$ cat config.mk
export PLATFORM = sky130hd
export DESIGN_NAME = gun_controller
export DESIGN_NICKNAME = d
export VERILOG_FILES = /design/src/rtl/gun_controller.sv
export SDC_FILE = /design/constraint.sdc
export NUM_CORES = 1
export LEC_CHECK = 0
export ABC_AREA = 1
export BUFFER_PORTS_ARGS = -buffer_cell sky130_fd_sc_hd__buf_2
export CAP_MARGIN = 20
export CORE_UTILIZATION = 50
export CTS_CLUSTER_DIAMETER = 100
export DETAILED_ROUTE_END_ITERATION = 7
export PLACE_DENSITY_LB_ADDON = 0.1
export SLEW_MARGIN = 20
export SYNTH_ARGS = -nofsm -noshare
export SYNTH_HDL_FRONTEND = slang
export SYNTH_SLANG_ARGS = --single-unit
$ cat constraint.sdc
create_clock -name clk -period 7.1 [get_ports clk]
set_clock_uncertainty 0.1 [all_clocks]
set_input_delay 0.71 -clock clk [delete_from_list [all_inputs] [get_ports clk]]
set_output_delay 0.71 -clock clk [all_outputs]
set_load 0.005 [all_outputs]
$ cat src/rtl/gun_controller.sv
// ---------------------------------------------------------------------------
// gun_controller
//   Player-ship stage that feeds the laser block. It conditions the three
//   raw buttons (2-FF synchroniser plus debounce counter), moves the ship
//   horizontally on game ticks, raises a fire request that is held until
//   the laser block samples it on a tick, and then enforces a cooldown
//   measured in ticks. It also renders the ship pixel colour for the mixer.
//
// Ports
//   clk          in   1   system clock, rising edge
//   reset        in   1   asynchronous, active-low reset
//   enable       in   1   one-clk game tick, shared with the laser block
//   btnLeft      in   1   raw button, 1 = pressed
//   btnRight     in   1   raw button, 1 = pressed
//   btnFire      in   1   raw button, 1 = pressed
//   gameOver     in   1   freezes the ship and kills any pending shot
//   hPos         in   10  current pixel x
//   vPos         in   10  current pixel y
//   gunPosition  out  10  ship centre x (registered)
//   fire         out  1   shot request to the laser block (registered)
//   colorGun     out  3   ship pixel colour (registered)
// ---------------------------------------------------------------------------
module gun_controller #(
    parameter int SCREEN_WIDTH    = 640,
    parameter int SCREEN_HEIGHT   = 480,
    parameter int SHIP_WIDTH      = 60,
    parameter int SHIP_HEIGHT     = 30,
    parameter int V_OFFSET        = 10,
    parameter int STEP_MOTION     = 2,
    parameter int DEBOUNCE_CYCLES = 500000,
    parameter int COOLDOWN_TICKS  = 30,
    parameter int BACKGROUND      = 0,
    parameter int GUN             = 2
) (
    input  logic       clk,
    input  logic       reset,
    input  logic       enable,
    input  logic       btnLeft,
    input  logic       btnRight,
    input  logic       btnFire,
    input  logic       gameOver,
    input  logic [9:0] hPos,
    input  logic [9:0] vPos,
    output logic [9:0] gunPosition,
    output logic       fire,
    output logic [2:0] colorGun
);

    localparam int DB_W = (DEBOUNCE_CYCLES > 1) ? $clog2(DEBOUNCE_CYCLES) : 1;
    localparam int CD_W = (COOLDOWN_TICKS > 0) ? $clog2(COOLDOWN_TICKS + 1) : 1;

    localparam logic [DB_W-1:0] DB_LAST   = DB_W'(DEBOUNCE_CYCLES - 1);
    localparam logic [CD_W-1:0] CD_LOAD   = CD_W'(COOLDOWN_TICKS);
    localparam logic [9:0]      HALF_W    = 10'(SHIP_WIDTH / 2);
    localparam logic [9:0]      POS_MIN   = 10'(SHIP_WIDTH / 2);
    localparam logic [9:0]      POS_MAX   = 10'(SCREEN_WIDTH - SHIP_WIDTH / 2 - 1);
    localparam logic [9:0]      POS_RESET = 10'(SCREEN_WIDTH / 2 - 1);
    localparam logic [9:0]      STEP      = 10'(STEP_MOTION);
    localparam logic [9:0]      Y_TOP     = 10'(SCREEN_HEIGHT - V_OFFSET - SHIP_HEIGHT);
    localparam logic [9:0]      Y_BOT     = 10'(SCREEN_HEIGHT - V_OFFSET - 1);
    localparam logic [2:0]      COL_GUN   = 3'(GUN);
    localparam logic [2:0]      COL_BG    = 3'(BACKGROUND);

    // Button bit order everywhere: [0] left, [1] right, [2] fire.
    localparam int B_LEFT  = 0;
    localparam int B_RIGHT = 1;
    localparam int B_FIRE  = 2;

    typedef enum logic [1:0] {
        S_IDLE,
        S_PENDING,
        S_COOLDOWN
    } state_t;

    logic [2:0]            btn_raw;
    logic [2:0]            sync1_q, sync1_d;
    logic [2:0]            sync2_q, sync2_d;
    logic [2:0]            stable_q, stable_d;
    logic [2:0][DB_W-1:0]  db_cnt_q, db_cnt_d;
    logic                  fire_prev_q, fire_prev_d;
    logic                  fire_rise;
    logic [9:0]            pos_q, pos_d;
    state_t                state_q, state_d;
    logic [CD_W-1:0]       cd_q, cd_d;
    logic                  fire_q, fire_d;
    logic [2:0]            color_q, color_d;
    logic [10:0]           x_lo, x_hi;
    logic                  in_x, in_y;

    assign btn_raw = {btnFire, btnRight, btnLeft};

    // ---------------- input conditioning ----------------
    always_comb begin
        sync1_d     = btn_raw;
        sync2_d     = sync1_q;
        stable_d    = stable_q;
        db_cnt_d    = '0;
        fire_prev_d = stable_q[B_FIRE];
        for (int i = 0; i < 3; i++) begin
            // Counter only runs while the synchronised level disagrees with
            // the accepted level; any agreement restarts the qualification.
            if (sync2_q[i] != stable_q[i]) begin
                if (db_cnt_q[i] == DB_LAST) begin
                    stable_d[i] = ~stable_q[i];
                end else begin
                    db_cnt_d[i] = db_cnt_q[i] + DB_W'(1);
                end
            end
        end
    end

    // Edge is taken against a registered copy so a held button fires once.
    assign fire_rise = stable_q[B_FIRE] & ~fire_prev_q;

    // ---------------- ship motion ----------------
    always_comb begin
        pos_d = pos_q;
        if (enable && !gameOver) begin
            // Distances are compared before stepping so the 10-bit position
            // can never wrap past either edge.
            if (stable_q[B_LEFT] && !stable_q[B_RIGHT]) begin
                pos_d = ((pos_q - POS_MIN) < STEP) ? POS_MIN : pos_q - STEP;
            end else if (stable_q[B_RIGHT] && !stable_q[B_LEFT]) begin
                pos_d = ((POS_MAX - pos_q) < STEP) ? POS_MAX : pos_q + STEP;
            end
        end
    end

    // ---------------- fire FSM ----------------
    always_comb begin
        state_d = state_q;
        cd_d    = cd_q;
        if (gameOver) begin
            state_d = S_IDLE;
            cd_d    = '0;
        end else begin
            case (state_q)
                S_IDLE: begin
                    if (fire_rise) begin
                        state_d = S_PENDING;
                    end
                end
                S_PENDING: begin
                    // The laser block samples fire on this same tick edge.
                    if (enable) begin
                        state_d = S_COOLDOWN;
                        cd_d    = CD_LOAD;
                    end
                end
                S_COOLDOWN: begin
                    // Edges arriving here (including on the final tick) are
                    // dropped because the IDLE branch is not evaluated.
                    if (enable) begin
                        if (cd_q <= CD_W'(1)) begin
                            cd_d    = '0;
                            state_d = S_IDLE;
                        end else begin
                            cd_d = cd_q - CD_W'(1);
                        end
                    end
                end
                default: begin
                    state_d = S_IDLE;
                    cd_d    = '0;
                end
            endcase
        end
        fire_d = (state_d == S_PENDING);
    end

    // ---------------- ship colour ----------------
    always_comb begin
        // 11-bit arithmetic keeps the left bound from underflowing.
        x_lo    = {1'b0, pos_q} - {1'b0, HALF_W};
        x_hi    = {1'b0, pos_q} + {1'b0, HALF_W} - 11'd1;
        in_x    = ({1'b0, hPos} >= x_lo) && ({1'b0, hPos} <= x_hi);
        in_y    = (vPos >= Y_TOP) && (vPos <= Y_BOT);
        color_d = (in_x && in_y) ? COL_GUN : COL_BG;
    end

    always_ff @(posedge clk or negedge reset) begin
        if (!reset) begin
            sync1_q     <= '0;
            sync2_q     <= '0;
            stable_q    <= '0;
            db_cnt_q    <= '0;
            fire_prev_q <= 1'b0;
            pos_q       <= POS_RESET;
            state_q     <= S_IDLE;
            cd_q        <= '0;
            fire_q      <= 1'b0;
            color_q     <= COL_BG;
        end else begin
            sync1_q     <= sync1_d;
            sync2_q     <= sync2_d;
            stable_q    <= stable_d;
            db_cnt_q    <= db_cnt_d;
            fire_prev_q <= fire_prev_d;
            pos_q       <= pos_d;
            state_q     <= state_d;
            cd_q        <= cd_d;
            fire_q      <= fire_d;
            color_q     <= color_d;
        end
    end

    assign gunPosition = pos_q;
    assign fire        = fire_q;
    assign colorGun    = color_q;

endmodule

==> reports/summary.txt, run 1 <==
First-pass iteration count of the detailed router = 4
Cts bufs inserted = 9
Dpl ws = 4.58 ns
Worst vdd ir = 0.150 mV
Worst Setup Start Kind = register
Lkg Pwr = 2.96 nW
Vias in the first global route = 4603
Internal power = 0.000817 W
Sequential-to-total area share from yosys stat = 38.2%
Critical path class = reg -> reg
# port buffers = 37
WP data required = 7.23 ns
Most used DFF post-synth = dfrtp_1
Layout Cells excl Fill = 910
Count of final setup violators = 0
First-pass GRT wire length = 20700 µm
CTS Hold Bufs = 0
Cell count after synthesis = 725
Worst-path clk slew = 0.06 ns
Critical Path End Type = register
Die width = 108 µm
Synth Warn # = 0
HP Class = in -> async
# resized after CTS = 0
P&R area growth vs syn = 10.9%
Ys async rst share = 100%
Xor/xnor cell area share of the yosys netlist = 5.73%
Setup repair bufs after CTS = 0
Final TNS setup = 0 ns
Drc violations = 0
Max clock buf depth = 2
I/O Pins = 41
Die height = 108 µm
Simple-gate share of the synthesized area = 30.2%
Largest net degree at the start of global routing = 69
Yosys reg bits = 86
Post-synthesis average cell area = 7.80 µm²
Mux cell area share after synthesis = 0.398%
Core ar. = 0.0109 mm²
Worst-Margin Slew = 0.831 ns
PwrDens = 172 mW/mm²
Total grt overflow = 0
Total Wirelength = 11700 µm
Largest family of logic cells by synthesized area = simple AND/OR/NAND/NOR gates
F_max = 395 MHz
Row count = 38
Initial antenna violation count = 0
Sequential share of power = 47.3%
Met2 Use GR = 35.3%
Clock power share = 43.9%
Full die area = 0.0117 mm²
GR peak layer = met2
Compound-gate portion of the synthesized area = 9.47%
Sink Count = 86
Detail Route Antenna Nets = 0
Total number of vias = 4829
Clock network latency to the later pin of the worst-skew pair = 0.34 ns
H-tree lvl count = 3
Critical path data arrival time = 2.66 ns
Layout cells sized above 1 = 12.3%
Combinational Power Share = 8.7%
Unrepaired setup endpoints after global routing = false
Tmin final = 2.53 ns
Post-DP HPWL = 8770 µm
Initial core utilization = 51.7%
Status = finished clean
Tcrit/Tclk final = 35.7%
Met3 GRT Util = 3.80%
Synth Area in Adders = 7.74%
GRT Util Overall = 22.0%
Net Sw Power = 0.000262 W
Root Driver = clkbuf_16
Hold Fails Final Rpt = 0
Switching share of power = 24.2%
Final Power = 0.00108 W
Most frequent cells in the layout = nand2_1 (131), inv_1 (99), dfrtp_1 (79)
CP Max Fanout = 8
Final net count = 827
R2R depth = 14
# Max-Cap Violations = 0
Vias/cell = 5.31
Placed cell count = 894
DR WL/cell = 12.9 µm
GPL Wtd Cong = 0.904
Ant. Diodes = 0
Number of distinct library cells after synthesis = 48
Fin. max-slew vios = 0
CTS tree = done
Number of synthesized flops with an enable pin = 0
Met1 Use GR = 30.7%
Starting DRC count in detailed routing = 206
Final worst slack = 4.57 ns
Synthesized area = 0.00566 mm²
Commonest non-fill, non-tap cell in the layout = nand2_1
Normalized max-slew margin = 44.6%
[cell usage after synthesis, drive strengths merged, types with 2 or more instances]
| cell type | instances | area share (%) |
|---|---|---|
| nand3b | 5 | 0.66 |
| xor2 | 32 | 5.0 |
| dfstp | 7 | 3.3 |
| mux2 | 2 | 0.40 |
| o21ai | 34 | 3.1 |
| buf | 7 | 0.95 |
| nor2 | 83 | 6.1 |
| xnor2 | 5 | 0.77 |
| o2111ai | 2 | 0.31 |
| dfrtp | 79 | 35 |
| clkbuf | 4 | 0.27 |
| nor3b | 5 | 0.66 |
| o221ai | 4 | 0.62 |
| nand2 | 134 | 9.1 |
| nand4 | 32 | 3.6 |
| a211oi | 3 | 0.40 |
| o21a | 2 | 0.27 |
| a31oi | 2 | 0.22 |
| ha | 35 | 7.7 |
| nand3 | 53 | 5.1 |
| nor3 | 26 | 3.0 |
| or2 | 6 | 0.66 |
| inv | 104 | 7.0 |
| nor4 | 7 | 1.0 |
| a21boi | 2 | 0.27 |
| a21oi | 44 | 3.9 |
| and3 | 2 | 0.22 |
[cell families after synthesis]
kind of cell | count (synthesis)
buffers and inverters | 115
other | 1
flip-flops | 86
XOR/XNOR | 37
AO/OA/AOI/OAI | 96
adder cells (fa/ha/maj) | 35
multiplexers | 2
AND/OR/NAND/NOR | 353
[power by group through the flow]
stage               Combinational (W)  Clock (W)  Sequential (W)
floorplan                   0.0000624          0        0.000516
global placement            0.0000924          0        0.000519
detailed placement          0.0000952          0        0.000519
CTS                         0.0000960   0.000484        0.000510
global route                 0.000111   0.000504        0.000512
finish                      0.0000943   0.000474        0.000510
[final cells by class]
type / count / area [µm²]
Tap cell: 140 / 175
Clock inverter: 5 / 58.8
Fill cell: 993 / 4660
Timing Repair Buffer: 39 / 203
Multi-Input combinational cell: 525 / 3040
Sequential cell: 86 / 2160
Inverter: 104 / 395
Clock buffer: 11 / 243
[metrics by stage]
| step | hold WS, ns | area [µm²] | util, % |
|---|---|---|---|
| 6_report | 0.144 | 6270 | 57.3 |
| 2_1_floorplan | 0.231 | 5660 | - |
| 4_1_cts | 0.148 | 6270 | 57.3 |
| 3_5_place_dp | 0.244 | 5970 | 54.6 |
| 3_3_place_gp | 0.237 | 5970 | 54.6 |
| 5_1_grt | 0.151 | 6270 | 57.3 |
[layer usage]
layer / vias to the layer above / share of wire (%)
met5: - / 0
met4: 0 / 1.2
met3: 13 / 4.3
met2: 96 / 45
met1: 2230 / 49
li1: 2490 / -
[critical path, stage by stage, from the launching register on]
cell and delay [ns]:
dfstp_2 0.62, inv_2 0.10, ha_1 0.20, a21oi_1 0.22
nand2_1 0.14, xor2_1 0.17, ha_1 0.30, nand2_1 0.05
o21a_1 0.17, nand2_1 0.06, nand2_1 0.04, nand2_1 0.05
nand3_1 0.07, nand2_1 0.08, a21oi_1 0.04
[final timing paths]
check | start | endpoint | slack [ns]
min in group clk | sync1_q[2]$_DFF_PN0_ | sync2_q[2]$_DFF_PN0_ | 0.25
worst max-delay path | gunPosition[2]$_DFFE_PN1P_ | colorGun[1]$_DFF_PN0_ | 4.57
worst min-delay path | reset | db_cnt_q[14]$_DFF_PN0_ | 0.14
worst max register to register | gunPosition[2]$_DFFE_PN1P_ | colorGun[1]$_DFF_PN0_ | 4.57
worst min register to register | sync1_q[2]$_DFF_PN0_ | sync2_q[2]$_DFF_PN0_ | 0.25
max in group asynchronous | reset | fire$_DFF_PN0_ | 5.65
[sequential cells by signal (all words and copies together) (netlist names)]
name and count:
db_cnt_q 57, fire_prev_q 1, fire 1, gunPosition 10, stable_q 3, state_q 2, cd_q 5, sync2_q 3
sync1_q 3, colorGun 1
No activity file was read; power rests on OpenSTA's default activity.
==> run 2, diff against run 1 <==
clock period = 2.4 ns   (was 7.1 ns; I/O delays follow)
==> reports/summary.txt, run 2 (synthesized netlist as in run 1, its figures left out) <==
Status = finished clean
Full die area = 0.0117 mm² (unchanged)
Die width = 108 µm (unchanged)
Multi-input logic area = 0.00315 mm² (+3.7%)
First-pass GRT wire length = 21000 µm (+1.6%)
Post-DP HPWL = 9220 µm (+5.1%)
Commonest non-fill, non-tap cell in the layout = nand2_1
Tcrit/Tclk final = 95.0% (+59 points)
Initial antenna violation count = 0 (unchanged)
Largest net degree at the start of global routing = 53 (-23%)
Critical path data arrival time = 2.41 ns (-0.25 ns)
Fin. max-slew vios = 0 (unchanged)
Tmin final = 2.28 ns (-0.253 ns)
HP Class = in -> reg
Critical path class = reg -> reg
Fill cells = 1008 (+1.5%)
Cts bufs inserted = 9 (unchanged)
CP Max Fanout = 5 (-3)
Vias in the first global route = 4687 (+1.8%)
I/O Pins = 41 (unchanged)
Vias/cell = 5.32 (+0.23%)
Max clock buf depth = 2 (unchanged)
WHS = 0.125 ns (-0.0188 ns)
Clock power share = 44.9% (+1.0 points)
Total Wirelength = 12300 µm (+4.8%)
Worst Setup Start Kind = register
Hold Fails Final Rpt = 0 (unchanged)
Placed cell count = 912 (+2.0%)
Ant. Diodes = 0 (unchanged)
Lkg Pwr = 3.12 nW (+5.2%)
Root Driver = clkbuf_16
F_max = 439 MHz (+11%)
Worst vdd ir = 0.347 mV (+130%)
Sequential share of power = 44.9% (-2.4 points)
Count of final setup violators = 0 (unchanged)
Switching share of power = 23.6% (-0.62 points)
Placed cell areas = 0.00612 mm² (+2.5%)
Internal power = 0.00255 W (+210%)
Sequential cell area = 0.00216 mm² (unchanged)
Most frequent cells in the layout = nand2_1 (128), inv_1 (97), dfrtp_1 (79)
Starting DRC count in detailed routing = 229 (+11%)
Total number of vias = 4968 (+2.9%)
Worst-path clk slew = 0.06 ns (about the same)
P&R area growth vs syn = 16.9%
Layout Cells excl Fill = 934 (+2.6%)
GRT Util Overall = 22.4% (+0.33 points)
Die height = 108 µm (unchanged)
Drc violations = 0 (unchanged)
Most flop-heavy register = db_cnt_q
# port buffers = 37 (unchanged)
H-tree lvl count = 3 (unchanged)
CTS tree = done
Layout cells sized above 1 = 16.6% (+4.3 points)
DR WL/cell = 13.1 µm (+2.1%)
Final net count = 852 (+3.0%)
Sink Count = 86 (unchanged)
Critical Path End Type = register
Initial core utilization = 51.7% (unchanged)
Total grt overflow = 0 (unchanged)
First-pass iteration count of the detailed router = 5 (+1)
GPL Wtd Cong = 0.924 (+2.2%)
Final Cell Area = 0.00661 mm² (+5.4%)
Core ar. = 0.0109 mm² (unchanged)
WP data required = 2.53 ns (-4.70 ns)
Detail Route Antenna Nets = 0 (unchanged)
PwrDens = 506 mW/mm² (+190%)
Row count = 38 (unchanged)
Clock network latency to the later pin of the worst-skew pair = 0.34 ns (about the same)
Net Sw Power = 0.000791 W (+200%)
Combinational Power Share = 10.3% (+1.6 points)
# Max-Cap Violations = 0 (unchanged)
Max FFs per register = 57 (unchanged)
-- run 2: critical path: stages, from the launching register on --
cell and delay (ns):
dfstp_2 0.62, ha_4 0.17, a21oi_4 0.05, nand2_2 0.11
buf_4 0.11, nand3_1 0.06, xor2_1 0.16, ha_1 0.28
nand2_1 0.06, nor2_1 0.13, nand2_1 0.07, nand2_1 0.08
nand3_2 0.07, nand2_2 0.07, a21oi_2 0.03
-- run 2: per-layer routing --
layer  vias to the layer above  share of wire, %  track usage [%]
met3                         9               3.5             3.32
met2                        93                47             36.9
li1                       2548                 -                -
met4                         0              0.82             6.37
met5                         -                 0                0
met1                      2318                49             30.5
-- run 2: cell type report --
| cell class | instances | area share, % |
|---|---|---|
| Timing Repair Buffer | 64 | 6.24 |
| Clock inverter | 5 | 1.25 |
| Tap cell | 140 | 2.65 |
| Clock buffer | 10 | 3.61 |
| Inverter | 104 | 5.98 |
| Multi-Input combinational cell | 525 | 47.6 |
| Sequential cell | 86 | 32.7 |
-- run 2: metrics by stage --
stage                     utilization (%)  power, W  setup TNS [ns]  setup slack, ns
after floorplan                         -   0.00171               0           0.0957
after global placement               55.9   0.00183               0            0.104
after detailed placement             55.9   0.00184               0           0.0714
after CTS                            59.2   0.00337               0           0.0480
after global routing                 60.5   0.00350         -0.0150          -0.0150
final                                60.5   0.00335               0            0.121
-- run 2: repair_timing --
item,CTS,global route
hold endpoints to repair,31,0
hold buffers,4,0
gates resized for setup,0,22
endpoints found under the setup margin,0,1
buffers inserted,0,3
-- run 2: path summary, 6_finish.rpt --
| check | start | end | slack, ns | cells after the start |
|---|---|---|---|---|
| min reg2reg | sync1_q[0]$_DFF_PN0_ | sync2_q[0]$_DFF_PN0_ | 0.26 | 0 |
| max reg2reg | gunPosition[1]$_DFFE_PN1P_ | colorGun[1]$_DFF_PN0_ | 0.12 | 14 |
| min in group asynchronous | reset | db_cnt_q[1]$_DFF_PN0_ | 0.30 | 2 |
| max in group asynchronous | reset | gunPosition[8]$_DFFE_PN1P_ | 1.23 | 3 |
| min | gameOver | state_q[1]$_DFF_PN0_ | 0.13 | 3 |
| max | gunPosition[1]$_DFFE_PN1P_ | colorGun[1]$_DFF_PN0_ | 0.12 | 14 |
-- run 2: power by group through the flow --
| stage | sequential, W | combinational [W] | clock [W] |
|---|---|---|---|
| after floorplan | 0.00153 | 0.000185 | 0 |
| after global placement | 0.00152 | 0.000308 | 0 |
| after detailed placement | 0.00153 | 0.000319 | 0 |
| after CTS | 0.00150 | 0.000326 | 0.00155 |
| after global routing | 0.00150 | 0.000394 | 0.00160 |
| final | 0.00150 | 0.000343 | 0.00150 |
==> run 3, diff against run 2 <==
BUFFER_PORTS_ARGS = unset   (was -buffer_cell sky130_fd_sc_hd__buf_2)
DONT_BUFFER_PORTS = 1   (was unset)
==> reports/summary.txt, run 3 (synthesized netlist as in run 1, its figures left out) <==
Status = finished clean
First-pass iteration count of the detailed router = 5 (unchanged)
Tcrit/Tclk final = 98.5% (+3.6 points)
Count of final setup violators = 0 (unchanged)
Total grt overflow = 0 (unchanged)
Worst-path clk slew = 0.07 ns (about the same)
DR WL/cell = 13.6 µm (+3.8%)
Largest net degree at the start of global routing = 87 (+64%)
Clock network latency to the later pin of the worst-skew pair = 0.34 ns (about the same)
R2R depth = 15 (+1)
Detail Route Antenna Nets = 0 (unchanged)
Critical path data arrival time = 2.49 ns (+0.08 ns)
Worst Setup Start Kind = register
Unrepaired setup endpoints after global routing = true
I/O Pins = 41 (unchanged)
Post-DP HPWL = 9110 µm (-1.2%)
CP dominant cell by count = nand2_1
GRT Util Overall = 22.3% (-0.050 points)
First-pass GRT wire length = 20900 µm (-0.72%)
Worst vdd ir = 0.450 mV (+30%)
Die width = 108 µm (unchanged)
F_max = 423 MHz (-3.6%)
Critical path class = reg -> reg
Combinational Power Share = 10.4% (about the same)
Tmin final = 2.37 ns (+0.0862 ns)
Cts bufs inserted = 9 (unchanged)
Final net count = 820 (-3.8%)
Initial antenna violation count = 0 (unchanged)
Slowest stage delay, CP = 0.57 ns (-0.05 ns)
Met2 wire length = 5900 µm (+2.2%)
Most flop-heavy register = db_cnt_q
Hold path cells = 2 (-1)
Placed cell areas = 0.00592 mm² (-3.2%)
Starting DRC count in detailed routing = 231 (+0.87%)
# port buffers = 0 (-100%)
Root Driver = clkbuf_16
Most frequent cells in the layout = nand2_1 (125), inv_1 (96), dfrtp_1 (79)
Die height = 108 µm (unchanged)
Hold Fails Final Rpt = 0 (unchanged)
PwrDens = 497 mW/mm² (-1.8%)
Vias/cell = 5.41 (+1.8%)
Commonest non-fill, non-tap cell in the layout = nand2_1
Row count = 38 (unchanged)
Fin. max-slew vios = 0 (unchanged)
Met3 WL = 522 µm (+22%)
Critical Path End Type = register
Ant. Diodes = 0 (unchanged)
CP top delay family = simple AND/OR/NAND/NOR gates
Initial core utilization = 51.7% (unchanged)
Vias in the first global route = 4615 (-1.5%)
Lkg Pwr = 3.02 nW (-3.2%)
Fin util = 60.0% (-0.43 points)
P&R area growth vs syn = 16.1%
Slowest CP cell = dfstp_2
Clock power share = 43.5% (-1.4 points)
CTS tree = done
Max FFs per register = 57 (unchanged)
Total number of vias = 4889 (-1.6%)
Drc violations = 0 (unchanged)
Max clock buf depth = 2 (unchanged)
Full die area = 0.0117 mm² (unchanged)
CP Max Fanout = 3 (-2)
Sequential share of power = 46.1% (+1.2 points)
M1 wire length = 5760 µm (-3.8%)
Uppermost layer routed = met4
Bufs and invs on worst path = 2 (+1)
Sink Count = 86 (unchanged)
Total Wirelength = 12300 µm (+0.31%)
Net Sw Power = 0.000827 W (+4.6%)
H-tree lvl count = 3 (unchanged)
Layout cells sized above 1 = 14.7% (-1.9 points)
Internal power = 0.00244 W (-4.7%)
Final Cell Area = 0.00657 mm² (-0.72%)
WP data required = 2.53 ns (about the same)
HP Class = in -> reg
CP cell instances = inv_2 -> ha_4 -> a21oi_4 -> nand2_4 -> xor2_2 -> ha_1 -> nand3_1 -> inv_1 -> nand3_1 -> nand2_1 -> nand2_1 -> nand2_1 -> nand3_2 -> nand2_1 -> a21oi_2
Switching share of power = 25.3% (+1.7 points)
GPL Wtd Cong = 0.927 (+0.27%)
Critical path depth = 15 (+1)
# Max-Cap Violations = 0 (unchanged)
Fill cells = 971 (-3.7%)
Core ar. = 0.0109 mm² (unchanged)
run 3: changes by cell type in the layout (fill, tap and decap cells not counted), moves of 3 or more:
cell and change:
ha_1 -3, buf_6 +4, ha_4 +3, nand2_1 -3
buf_2 -36
run 3: layout make-up:
class	instances	area [µm²]	share of cell area, %
clock buffers	9	225	3.43
clock inverters	7	85.1	1.30
inverters	104	395	6.02
multi-input cells	525	3230	49.3
flip-flops and latches	86	2160	33.0
well taps	140	175	2.67
repair buffers	32	285	4.35
run 3: per-layer routing:
layer / up-vias / global-route usage, %
li1: 2474 / -
met4: 0 / 6.47
met2: 113 / 36.5
met1: 2292 / 30.5
met5: - / 0
met3: 10 / 3.62
run 3: path summary, 6_finish.rpt:
path / startpoint / to / slack (ns)
setup / recovery: gunPosition[2]$_DFFE_PN1P_ / colorGun[1]$_DFF_PN0_ / 0.03
hold / removal: gameOver / state_q[1]$_DFF_PN0_ / 0.01
setup reg to reg: gunPosition[2]$_DFFE_PN1P_ / colorGun[1]$_DFF_PN0_ / 0.03
max in group asynchronous: reset / gunPosition[5]$_DFFE_PN1P_ / 1.46
min in group asynchronous: reset / db_cnt_q[10]$_DFF_PN0_ / 0.35
hold reg to reg: sync1_q[0]$_DFF_PN0_ / sync2_q[0]$_DFF_PN0_ / 0.25
run 3: what timing repair did:
| item | 4_1_cts | 5_1_grt |
|---|---|---|
| pin swaps | 0 | 18 |
| endpoints found under the setup margin | 1 | 2 |
| endpoints found under the hold margin | 89 | 0 |
| hold buffers | 5 | 0 |
| gates resized for setup | 1 | 40 |
| setup buffers | 0 | 6 |
run 3: through the flow:
step	std cells	worst slack [ns]	power, W	hold WS, ns	setup TNS [ns]
final	903	0.0350	0.00326	0.0117	0
after global routing	903	-0.0395	0.00341	0.00783	-0.0395
after CTS	897	0.00991	0.00326	0.00162	0
after detailed placement	876	0.00710	0.00178	-0.153	0
after global placement	876	0.0680	0.00177	-0.152	0
after floorplan	726	0.0957	0.00171	-0.156	0
run 3: worst register-to-register path, cell delays in order (launching register included):
cell and delay, ns:
dfstp_2 0.57, inv_2 0.06, ha_4 0.16, a21oi_4 0.17
nand2_4 0.09, xor2_2 0.18, ha_1 0.30, nand3_1 0.07
inv_1 0.08, nand3_1 0.07, nand2_1 0.08, nand2_1 0.06
nand2_1 0.08, nand3_2 0.07, nand2_1 0.08, a21oi_2 0.04
run 3: power groups by stage:
stage / sequential [W] / combinational (W) / clock, W
2_1_floorplan: 0.00153 / 0.000185 / 0
3_3_place_gp: 0.00153 / 0.000245 / 0
3_5_place_dp: 0.00153 / 0.000255 / 0
4_1_cts: 0.00150 / 0.000298 / 0.00146
5_1_grt: 0.00151 / 0.000387 / 0.00152
6_report: 0.00150 / 0.000340 / 0.00142
